==> src/rtl/key_event_pkg.sv <==
// key_event_pkg: event type codes and channel FSM state encoding shared by key_event_ctrl
package key_event_pkg;

    localparam logic [1:0] EVT_PRESS   = 2'd0;
    localparam logic [1:0] EVT_RELEASE = 2'd1;
    localparam logic [1:0] EVT_LONG    = 2'd2;
    localparam logic [1:0] EVT_REPEAT  = 2'd3;

    typedef enum logic [2:0] {
        ST_RELEASED,
        ST_PRESS_DB,
        ST_PRESSED,
        ST_LONG,
        ST_RELEASE_DB
    } ch_state_e;

    // A key counts as down from the accepted press until its release is confirmed
    function automatic logic is_down(input ch_state_e s);
        return (s == ST_PRESSED) || (s == ST_LONG) || (s == ST_RELEASE_DB);
    endfunction

endpackage

==> src/rtl/key_debounce_ch.sv <==
// key_debounce_ch: one key channel - 2-FF synchroniser, debounce/hold FSM and registered event strobe.
// Auto-repeat while in LONG is built only when KEY_EVT_AUTOREPEAT_EN is defined.
module key_debounce_ch
    import key_event_pkg::*;
#(
    parameter int DEBOUNCE_CYC   = 1_000_000,
    parameter int LONG_CYC       = 50_000_000,
    parameter int REPEAT_CYC     = 10_000_000,
    parameter int KEY_ACTIVE_LOW = 1
) (
    input  logic       clk_i,
    input  logic       arstn_i,
    input  logic       key_i,
    output logic       evt_stb_o,
    output logic [1:0] evt_type_o,
    output logic       state_o
);

    localparam int DW = $clog2(DEBOUNCE_CYC + 1);
    localparam int HW = $clog2(LONG_CYC + 1);
    localparam logic IDLE = (KEY_ACTIVE_LOW != 0);
    localparam logic [DW-1:0] DEB_M1  = DW'(DEBOUNCE_CYC - 1);
    localparam logic [HW-1:0] LONG_M1 = HW'(LONG_CYC - 1);

    ch_state_e     state_q;
    logic [1:0]    sync_q;
    logic [DW-1:0] dcnt_q;
    logic [HW-1:0] hcnt_q;
    logic          was_long_q;
    logic          stb_q;
    logic [1:0]    type_q;
    logic          down;
`ifdef KEY_EVT_AUTOREPEAT_EN
    localparam int RW = $clog2(REPEAT_CYC + 1);
    localparam logic [RW-1:0] REP_M1 = RW'(REPEAT_CYC - 1);
    logic [RW-1:0] rcnt_q;
`endif

    // Synchronised pin, normalised so 1 means pressed
    assign down = sync_q[1] ^ IDLE;

    // Channel FSM: debounce both edges, time the hold, emit one-cycle event strobes
    always_ff @(posedge clk_i or negedge arstn_i) begin
        if (!arstn_i) begin
            sync_q     <= {2{IDLE}};
            state_q    <= ST_RELEASED;
            dcnt_q     <= '0;
            hcnt_q     <= '0;
            was_long_q <= 1'b0;
            stb_q      <= 1'b0;
            type_q     <= EVT_PRESS;
`ifdef KEY_EVT_AUTOREPEAT_EN
            rcnt_q     <= '0;
`endif
        end else begin
            sync_q <= {sync_q[0], key_i};
            stb_q  <= 1'b0;
            // Hold time keeps counting through release bounces, saturating at the LONG threshold
            if ((state_q == ST_PRESSED || state_q == ST_RELEASE_DB) && hcnt_q != LONG_M1)
                hcnt_q <= hcnt_q + HW'(1);
            case (state_q)
                ST_RELEASED: begin
                    if (down) begin
                        state_q <= ST_PRESS_DB;
                        dcnt_q  <= DW'(1);
                    end
                end
                ST_PRESS_DB: begin
                    if (!down) begin
                        state_q <= ST_RELEASED;
                    end else if (dcnt_q >= DEB_M1) begin
                        state_q <= ST_PRESSED;
                        hcnt_q  <= '0;
                        stb_q   <= 1'b1;
                        type_q  <= EVT_PRESS;
                    end else begin
                        dcnt_q <= dcnt_q + DW'(1);
                    end
                end
                ST_PRESSED: begin
                    if (!down) begin
                        state_q    <= ST_RELEASE_DB;
                        dcnt_q     <= DW'(1);
                        was_long_q <= 1'b0;
                    end else if (hcnt_q == LONG_M1) begin
                        state_q <= ST_LONG;
                        stb_q   <= 1'b1;
                        type_q  <= EVT_LONG;
`ifdef KEY_EVT_AUTOREPEAT_EN
                        rcnt_q  <= '0;
`endif
                    end
                end
                ST_LONG: begin
                    if (!down) begin
                        state_q    <= ST_RELEASE_DB;
                        dcnt_q     <= DW'(1);
                        was_long_q <= 1'b1;
                    end
`ifdef KEY_EVT_AUTOREPEAT_EN
                    else if (rcnt_q == REP_M1) begin
                        rcnt_q <= '0;
                        stb_q  <= 1'b1;
                        type_q <= EVT_REPEAT;
                    end else begin
                        rcnt_q <= rcnt_q + RW'(1);
                    end
`endif
                end
                ST_RELEASE_DB: begin
                    if (down) begin
                        state_q <= was_long_q ? ST_LONG : ST_PRESSED;
                    end else if (dcnt_q >= DEB_M1) begin
                        state_q <= ST_RELEASED;
                        stb_q   <= 1'b1;
                        type_q  <= EVT_RELEASE;
                    end else begin
                        dcnt_q <= dcnt_q + DW'(1);
                    end
                end
                default: state_q <= ST_RELEASED;
            endcase
        end
    end

    assign evt_stb_o  = stb_q;
    assign evt_type_o = type_q;
    assign state_o    = is_down(state_q);

endmodule

==> src/rtl/key_event_ctrl.sv <==
// key_event_ctrl: debounced multi-key event source merged onto one valid/ready stream (round-robin).
// Define KEY_EVT_AUTOREPEAT_EN to enable REPEAT events while a key is held past LONG.
module key_event_ctrl
    import key_event_pkg::*;
#(
    parameter int KEYS           = 4,
    parameter int DEBOUNCE_CYC   = 1_000_000,
    parameter int LONG_CYC       = 50_000_000,
    parameter int REPEAT_CYC     = 10_000_000,
    parameter int KEY_ACTIVE_LOW = 1,
    localparam int IW = (KEYS > 1) ? $clog2(KEYS) : 1
) (
    input  logic            clk100_i,
    input  logic            arstn_i,
    input  logic [KEYS-1:0] key_i,
    input  logic            event_ready_i,
    output logic            event_valid_o,
    output logic [IW-1:0]   event_key_o,
    output logic [1:0]      event_type_o,
    output logic [KEYS-1:0] key_state_o,
    output logic [KEYS-1:0] ovf_o
);

    logic [KEYS-1:0]      evt_stb;
    logic [KEYS-1:0][1:0] evt_type;
    logic [KEYS-1:0]      pend_q, pend_d, ovf_q, ovf_d;
    logic [KEYS-1:0][1:0] ptype_q, ptype_d;
    logic                 valid_q, valid_d;
    logic [IW-1:0]        key_q, key_d, ptr_q, ptr_d, gnt;
    logic [1:0]           type_q, type_d;
    logic                 gnt_vld, load;

    genvar g;
    generate
        for (g = 0; g < KEYS; g++) begin : g_ch
            key_debounce_ch #(
                .DEBOUNCE_CYC  (DEBOUNCE_CYC),
                .LONG_CYC      (LONG_CYC),
                .REPEAT_CYC    (REPEAT_CYC),
                .KEY_ACTIVE_LOW(KEY_ACTIVE_LOW)
            ) u_ch (
                .clk_i     (clk100_i),
                .arstn_i   (arstn_i),
                .key_i     (key_i[g]),
                .evt_stb_o (evt_stb[g]),
                .evt_type_o(evt_type[g]),
                .state_o   (key_state_o[g])
            );
        end
    endgenerate

    // Round-robin pick: scan offsets high to low so the smallest offset from ptr wins
    always_comb begin
        gnt_vld = 1'b0;
        gnt     = '0;
        for (int i = KEYS - 1; i >= 0; i--) begin
            logic [IW-1:0] c;
            c = IW'((int'(ptr_q) + i) % KEYS);
            if (pend_q[c]) begin
                gnt_vld = 1'b1;
                gnt     = c;
            end
        end
    end

    assign load = gnt_vld && (!valid_q || event_ready_i);

    // Output register refill and pending bookkeeping; a fresh strobe on a slot being issued is not an overflow
    always_comb begin
        valid_d = valid_q;
        key_d   = key_q;
        type_d  = type_q;
        ptr_d   = ptr_q;
        pend_d  = pend_q;
        ptype_d = ptype_q;
        ovf_d   = ovf_q;
        if (load) begin
            valid_d     = 1'b1;
            key_d       = gnt;
            type_d      = ptype_q[gnt];
            pend_d[gnt] = 1'b0;
            ptr_d       = (gnt == IW'(KEYS - 1)) ? '0 : gnt + IW'(1);
        end else if (event_ready_i) begin
            valid_d = 1'b0;
        end
        for (int k = 0; k < KEYS; k++) begin
            if (evt_stb[k]) begin
                ovf_d[k]   = ovf_q[k] | pend_d[k];
                pend_d[k]  = 1'b1;
                ptype_d[k] = evt_type[k];
            end
        end
    end

    // State registers
    always_ff @(posedge clk100_i or negedge arstn_i) begin
        if (!arstn_i) begin
            valid_q <= 1'b0;
            key_q   <= '0;
            type_q  <= '0;
            ptr_q   <= '0;
            pend_q  <= '0;
            ptype_q <= '0;
            ovf_q   <= '0;
        end else begin
            valid_q <= valid_d;
            key_q   <= key_d;
            type_q  <= type_d;
            ptr_q   <= ptr_d;
            pend_q  <= pend_d;
            ptype_q <= ptype_d;
            ovf_q   <= ovf_d;
        end
    end

    assign event_valid_o = valid_q;
    assign event_key_o   = key_q;
    assign event_type_o  = type_q;
    assign ovf_o         = ovf_q;

endmodule

==> config.mk <==
export PLATFORM = sky130hd
export DESIGN_NAME = key_event_ctrl
export DESIGN_NICKNAME = d
export VERILOG_FILES = /design/src/rtl/key_event_pkg.sv /design/src/rtl/key_debounce_ch.sv /design/src/rtl/key_event_ctrl.sv
export SDC_FILE = /design/constraint.sdc
export NUM_CORES = 1
export LEC_CHECK = 0
export ABC_AREA = 1
export CORE_UTILIZATION = 51
export CTS_CLUSTER_SIZE = 28
export DETAILED_ROUTE_END_ITERATION = 16
export PLACE_DENSITY_LB_ADDON = 0.05
export SLEW_MARGIN = 20
export SYNTH_ARGS = -nofsm -noshare
export SYNTH_HDL_FRONTEND = slang
export SYNTH_SLANG_ARGS = --single-unit
==> constraint.sdc <==
create_clock -name clk100_i -period 1.8 [get_ports clk100_i]
set_input_delay 0.27 -clock clk100_i [delete_from_list [all_inputs] [get_ports clk100_i]]
set_output_delay 0.27 -clock clk100_i [all_outputs]
set_load 0.02 [all_outputs]
==> key figures, run 1 <==
Timing
  – Slew Limit Fails: 0
  – Worst-Margin Slew: 0.425 ns
  – Period utilization: 103%
  – Slew headroom: slightly above 70%
  – Setup-failing EPs final: 7
  – F_max: 0.539 GHz
  – Final hold vios: 0
  – Final hold slack: around 0.12 ns
  – Final worst path period need: approximately 1.9 ns
  – RSZ-0062 raised after global routing: yes
  – Final WS setup: -0.0552 ns
  – Clock skew: 0.0125 ns

Synthesis
  – Post-synth ARST share: 100%
  – Synth top area share: between 30% and 40%
  – Synth unique cells: 50
  – Average size of a mapped cell: about 7 um^2
  – Post-synthesis cell count: roughly 2200
  – Mapped Nets: 2182
  – Synth warn: 0
  – Cell taking the most area after synthesis: dfrtp_1
  – Synth area leaders: dfrtp_1 38%, nand2_1 15%, inv_1 6.9%, nor2_1 5.5%, nand3_1 4.9%
  – Post-Syn Area: roughly 15000 um^2
  – Post-synthesis sequential area ratio: 39.8%
  – FF+latch count, synth: between 200 and 250
  – Synth Flop Type: dfrtp_1
  – Number of flops mapped to enable cells by yosys: 0

CTS
  – Cts bufs inserted: 29
  – H-Tree Depth: 1
  – Root Driver: clkbuf_16
  – CTS tree: built
  – CTS clock-pin slew for the worst setup and hold paths: 0.06 ns
  – Skew-Pair Late Insertion Delay: 0.56 ns
  – Deepest clock path buffer count: 3
  – Clock sink count: 243

Routing
  – Initial drt markers: 985
  – DR WL/cell: 14.3 um
  – DR vias: between 10000 and 15000
  – Drt pass-1 iters: 5
  – Met3 Wirelength: 1430 um
  – Metal2 WL: about 20000 um
  – Routed Antenna Nets: 0
  – Highest metal used: met4
  – Via-per-instance ratio: 5.25
  – DRC errors left: 0
  – Met1 WL: 18500 um
  – Drt total wl: 40700 um

Critical path
  – FF-to-FF End: ovf_o[2]
  – WS Path Type: flip-flop to flip-flop
  – Worst reg2reg setup slack: -0.06 ns
  – CP Launch Type: flip-flop
  – Worst r2r src: ptr_q[0]
  – CP Max Fanout: 5
  – Data required time at the worst endpoint: 2.28 ns
  – Worst EP arrival: 2.34 ns
  – R2R cell count: 13
  – Worst Setup End Kind: flip-flop

GRT
  – First-pass GRT wire length: 65400 um
  – Initial antenna violation count: 0
  – Via count of the first global-routing pass: 13979
  – Largest net degree at the start of global routing: 67
  – GRT Residual Overflow: 0
  – All-Layer GR Usage: 25.3%

Finish
  – Most common cell after layout, fill and taps aside: nand2_1
  – Post-layout util: between 60 and 70%
  – Most frequent cells in the layout: 562 x nand2_1, 253 x inv_1, 231 x buf_4
  – Layout Cells excl Fill: around 2800
  – Share of cells above drive strength 1: 24.1%
  – Area Overhead vs Synth: 30.5%
  – Fill cells: 2517
  – Ant diodes: 0
  – Final instance area: 20000 um^2
  – Post-layout net count: 2454

Placement
  – Port bufs: 19
  – Dpl cell area: between 15000 and 20000 um^2
  – Worst slack, placed: -0.0903 ns
  – Detail Placement HPWL: 28300 um
  – Inst Count DP: 2733
  – Routability Congestion: 0.918

Run status
  – Failing checks: negative setup slack
  – Status: finished, violations left

Worst hold path
  – Worst Hold End: g_ch[2].u_ch.sync_q[0]
  – Min-Delay Startpoint: key_i[2]
  – Hold depth: 1
  – Hold WC Path Type: primary input to flip-flop

Floorplan
  – Initial Utilization: 51.7%
  – Die W: 175 um
  – Area of the core: ~30000 um^2
  – Die Ht: 175 um
  – Die Footprint: 30700 um^2
  – Row Count: 63
  – I/O pin cnt: 20

Power and ir drop
  – Power Density: 1190 nW/um^2
  – Leak: 9.55 nW
  – Peak supply drop: 0.00111 V

Run
  – Maximum capacitance violations: 0
-- cells in the mapped netlist, drive strengths merged, types with 27 or more instances --
library cell,n
nand3,156
o31ai,27
xor2,86
a21oi,59
inv,293
buf,43
nor3,86
dfrtp,235
o21ai,123
nand2,628
nand4,85
nor2,228
-- power breakdown --
part / total, mW / leakage, nW / internal (mW) / switching [mW]
Clock: 6.36 / 0.517 / 3.98 / 2.38
Sequential: 6.62 / 3.28 / 6.09 / 0.531
Combinational: 10.7 / 5.76 / 4.42 / 6.29
-- state kept, by name, indices dropped and copies added (netlist names) --
signal                count
event_key_o               2
event_type_o              2
event_valid_o             1
g_ch.u_ch.dcnt_q         80
g_ch.u_ch.evt_stb_o       4
g_ch.u_ch.evt_type_o      8
g_ch.u_ch.hcnt_q        104
g_ch.u_ch.state_q        12
g_ch.u_ch.sync_q          8
g_ch.u_ch.was_long_q      4
ovf_o                     4
pend_q                    4
ptr_q                     2
ptype_q                   8
-- per-layer routing --
layer | up-vias | GRT usage [%]
li1 | 7527 | -
met5 | - | 0
met3 | 79 | 2.98
met2 | 300 | 43.2
met1 | 7052 | 34.0
met4 | 0 | 6.74
-- timing repair --
action / CTS / global route
pin swaps: 3 / 60
buffers inserted: 8 / 42
endpoints found under the setup margin: 46 / 220
gates cloned: 0 / 10
hold buffers: 1 / 0
gates resized for setup: 47 / 315
endpoints found under the hold margin: 114 / 0
-- per-stage QoR --
step	setup TNS (ns)	total power, mW
5_1_grt	-3.40	25.1
4_1_cts	-0.0804	21.0
3_3_place_gp	-0.0132	14.3
3_5_place_dp	-0.508	14.3
2_1_floorplan	0	11.6
6_report	-0.157	23.7
-- kinds of logic after synthesis --
| group | Yosys count | share of synthesized area (%) |
|---|---|---|
| AOI/OAI and AO/OA | 237 | 8.90 |
| xor gates and xnor gates | 111 | 6.36 |
| adders and majority gates | 12 | 0.982 |
| buffers and inverters | 347 | 9.29 |
| DFF | 243 | 39.8 |
| and+or+nand+nor | 1213 | 34.6 |
-- worst max-delay path by stage --
stage                                  from                 endpoint  slack, ns
CTS                 g_ch[0].u_ch.state_q[0]           key_state_o[0]      -0.04
floorplan            g_ch[0].u_ch.sync_q[1]  g_ch[0].u_ch.dcnt_q[18]      0.005
global route                       ptr_q[0]                 ovf_o[1]      -0.14
global placement     g_ch[2].u_ch.dcnt_q[1]  g_ch[2].u_ch.dcnt_q[19]      -0.01
finish                             ptr_q[0]                 ovf_o[2]      -0.06
detailed placement                 ptr_q[0]                 ovf_o[3]      -0.09
-- final cells by class --
class | instances | area [um^2] | share of cell area (%)
clock buffer | 40 | 847 | 4.24
clock inverter | 13 | 196 | 0.984
inverter | 294 | 1130 | 5.68
multi-input combinational | 1574 | 8630 | 43.2
sequential | 243 | 6100 | 30.6
tap | 390 | 488 | 2.44
timing repair buffer | 291 | 2550 | 12.8
timing repair inverter | 2 | 13.8 | 0.0690
-- critical path, cell delays in order (launching register included) --
cell and delay, ns:
dfrtp_2 0.45, buf_6 0.15, nand2_2 0.10, nand3_2 0.09, nand2_2 0.09, nand3_2 0.10
nand2_1 0.10, nand2_2 0.08, nand2_4 0.10, inv_2 0.06, ha_1 0.20, nand2_1 0.08
nand2_2 0.06, o21bai_1 0.12
No activity file was read; power rests on OpenSTA's default activity.
==> run 2: changes to the inputs <==
Settings changed: RECOVER_POWER set to 100.
==> key figures, run 2 (synthesized netlist as in run 1, its figures left out) <==
Power and ir drop
  – Seq pwr share: 28.0%
  – Leak: 9.46 nW
  – Power Density: 1190 nW/um^2
  – P_sw: 9.21 mW
  – Pint: 14.4 mW
  – Peak supply drop: about 0.0011 V
  – Tot Pwr: 23.6 mW
  – Comb pwr share: 45.0%
  – Clock Power Share: between 20% and 30%
  – Switching power share of the total: 39.0%

Timing
  – RSZ-0062 raised after global routing: yes
  – Slew Limit Fails: 0
  – TNS Setup: -0.157 ns
  – Period utilization: 103%
  – Final hold vios: 0
  – Final WS setup: -0.0532 ns
  – Slew headroom: 34.7%
  – F_max: 0.540 GHz
  – Final worst path period need: 1.85 ns
  – Clock skew: 0.0115 ns
  – Setup-failing EPs final: 7
  – Worst-Margin Slew: 0.980 ns

Run
  – Maximum capacitance violations: 0

Worst hold path
  – Hold WC Path Type: primary input to flip-flop
  – Hold depth: 1
  – Min-Delay Startpoint: key_i[2]
  – Worst Hold End: g_ch[2].u_ch.sync_q[0]

Critical path
  – R2R cell count: 13
  – FF-to-FF End: ovf_o[2]
  – Data required time at the worst endpoint: 2.28 ns
  – Worst EP arrival: 2.33 ns
  – WS Path Type: flip-flop to flip-flop
  – Worst Setup End Kind: flip-flop
  – CP Max Fanout: 5
  – Worst r2r src: ptr_q[0]
  – CP Launch Type: flip-flop
  – Worst reg2reg setup slack: -0.05 ns

Placement
  – Detail Placement HPWL: about 28000 um
  – Port bufs: 19
  – Worst slack, placed: -0.0903 ns
  – Routability Congestion: 0.918
  – Dpl cell area: ~17000 um^2

Finish
  – Final instance area: 19800 um^2
  – Largest regs: g_ch.u_ch.hcnt_q (104), g_ch.u_ch.dcnt_q (80), g_ch.u_ch.state_q (12)
  – Max reg flops: 104
  – Reg with most FFs: g_ch.u_ch.hcnt_q
  – Fill cells: between 2000 and 3000
  – Most frequent cells in the layout: 563 x nand2_1, 253 x inv_1, 226 x dfrtp_1
  – Area Overhead vs Synth: 29.5%
  – FF/Latch Area: 6100 um^2
  – Most common cell after layout, fill and taps aside: nand2_1
  – Post-layout util: between 60% and 70%
  – Footprint of the multi-input gates: about 8600 um^2
  – Share of cells above drive strength 1: 23.4%
  – Ant diodes: 0
  – Post-layout net count: between 2000 and 2500

Floorplan
  – Area of the core: 29600 um^2
  – Die W: 175 um
  – Die Ht: 175 um
  – Die Footprint: 30700 um^2
  – Initial Utilization: 51.7%
  – I/O pin cnt: 20
  – Row Count: 63

Routing
  – DR WL/cell: 14.3 um
  – Via-per-instance ratio: 5.25
  – Drt pass-1 iters: 5
  – DRC errors left: 0
  – Drt total wl: 40800 um
  – DR vias: 14957
  – Routed Antenna Nets: 0
  – Initial drt markers: 1083

GRT
  – All-Layer GR Usage: approximately a quarter
  – Initial antenna violation count: 0
  – First-pass GRT wire length: 65400 um
  – Via count of the first global-routing pass: 13979
  – GRT Residual Overflow: 0
  – Largest net degree at the start of global routing: 67

CTS
  – CTS clock-pin slew for the worst setup and hold paths: 0.06 ns
  – CTS tree: built
  – Deepest clock path buffer count: 3
  – H-Tree Depth: 1
  – Clock sink count: 243
  – Root Driver: clkbuf_16
  – Cts bufs inserted: 29
  – Skew-Pair Late Insertion Delay: 0.55 ns

Run status
  – Status: finished, violations left
  – Failing checks: negative setup slack
==> run 2: changes by cell type in the layout (fill, tap and decap cells not counted), sizes merged <==
cell           change
dlymetal6s2s       -3
clkdlybuf4s50      -4
buf               -13
clkbuf            +16
dlygate4sd3        +4
==> run 2: how the worst max path moves through the flow <==
stage                             from                       to  slack [ns]  depth (start not counted)
6_report                      ptr_q[0]                 ovf_o[2]       -0.05                         13
5_1_grt                       ptr_q[0]                 ovf_o[1]       -0.14                         12
4_1_cts        g_ch[0].u_ch.state_q[0]           key_state_o[0]       -0.04                          6
3_5_place_dp                  ptr_q[0]                 ovf_o[3]       -0.09                          9
3_3_place_gp    g_ch[2].u_ch.dcnt_q[1]  g_ch[2].u_ch.dcnt_q[19]       -0.01                         12
2_1_floorplan   g_ch[0].u_ch.sync_q[1]  g_ch[0].u_ch.dcnt_q[18]       0.005                         10
==> run 2: worst max-delay path, stage by stage, from the launching register on <==
cell and delay, ns:
dfrtp_2 0.45, buf_6 0.15, nand2_2 0.10, nand3_2 0.09, nand2_2 0.09, nand3_2 0.10
nand2_1 0.10, nand2_2 0.08, nand2_4 0.10, inv_2 0.06, ha_1 0.20, nand2_1 0.08
nand2_2 0.06, o21bai_1 0.12
==> run 2: power by group through the flow <==
stage	Combinational [mW]	Sequential, mW	Clock (mW)
after floorplan	4.89	6.67	0
after global placement	7.62	6.64	0
after detailed placement	7.67	6.66	0
after CTS	7.99	6.56	6.50
after global routing	11.6	6.69	6.73
final	10.6	6.62	6.37
==> run 2: area by class of cell <==
class | instances | area share [%]
clock buffers | 40 | 4.28
clock inverters | 13 | 0.992
inverters | 294 | 5.72
multi-input cells | 1574 | 43.5
flip-flops and latches | 243 | 30.8
well taps | 390 | 2.46
repair buffers | 291 | 12.2
repair inverters | 2 | 0.0695
==> run 2: what timing repair did <==
action	in CTS	in global routing
endpoints found under the hold margin	114	0
resized for setup	47	315
hold buffers	1	0
pin swaps	3	60
buffers inserted	8	42
gates cloned	0	10
setup endpoints to repair	46	220
==> run 2: through the flow <==
stage                     hold slack, ns  instances
after global routing               0.256       2847
after global placement             0.178       2733
after floorplan                  -0.0256       2163
after CTS                          0.103       2795
final                              0.258       2847
after detailed placement           0.182       2733
==> run 2: metal layers <==
layer | vias up | GRT usage, % | share of wire, %
met2 | 311 | 43.2 | 48
li1 | 7522 | - | -
met4 | 0 | 6.74 | 2.5
met5 | - | 0 | 0
met3 | 77 | 2.98 | 3.5
met1 | 7047 | 34.0 | 46
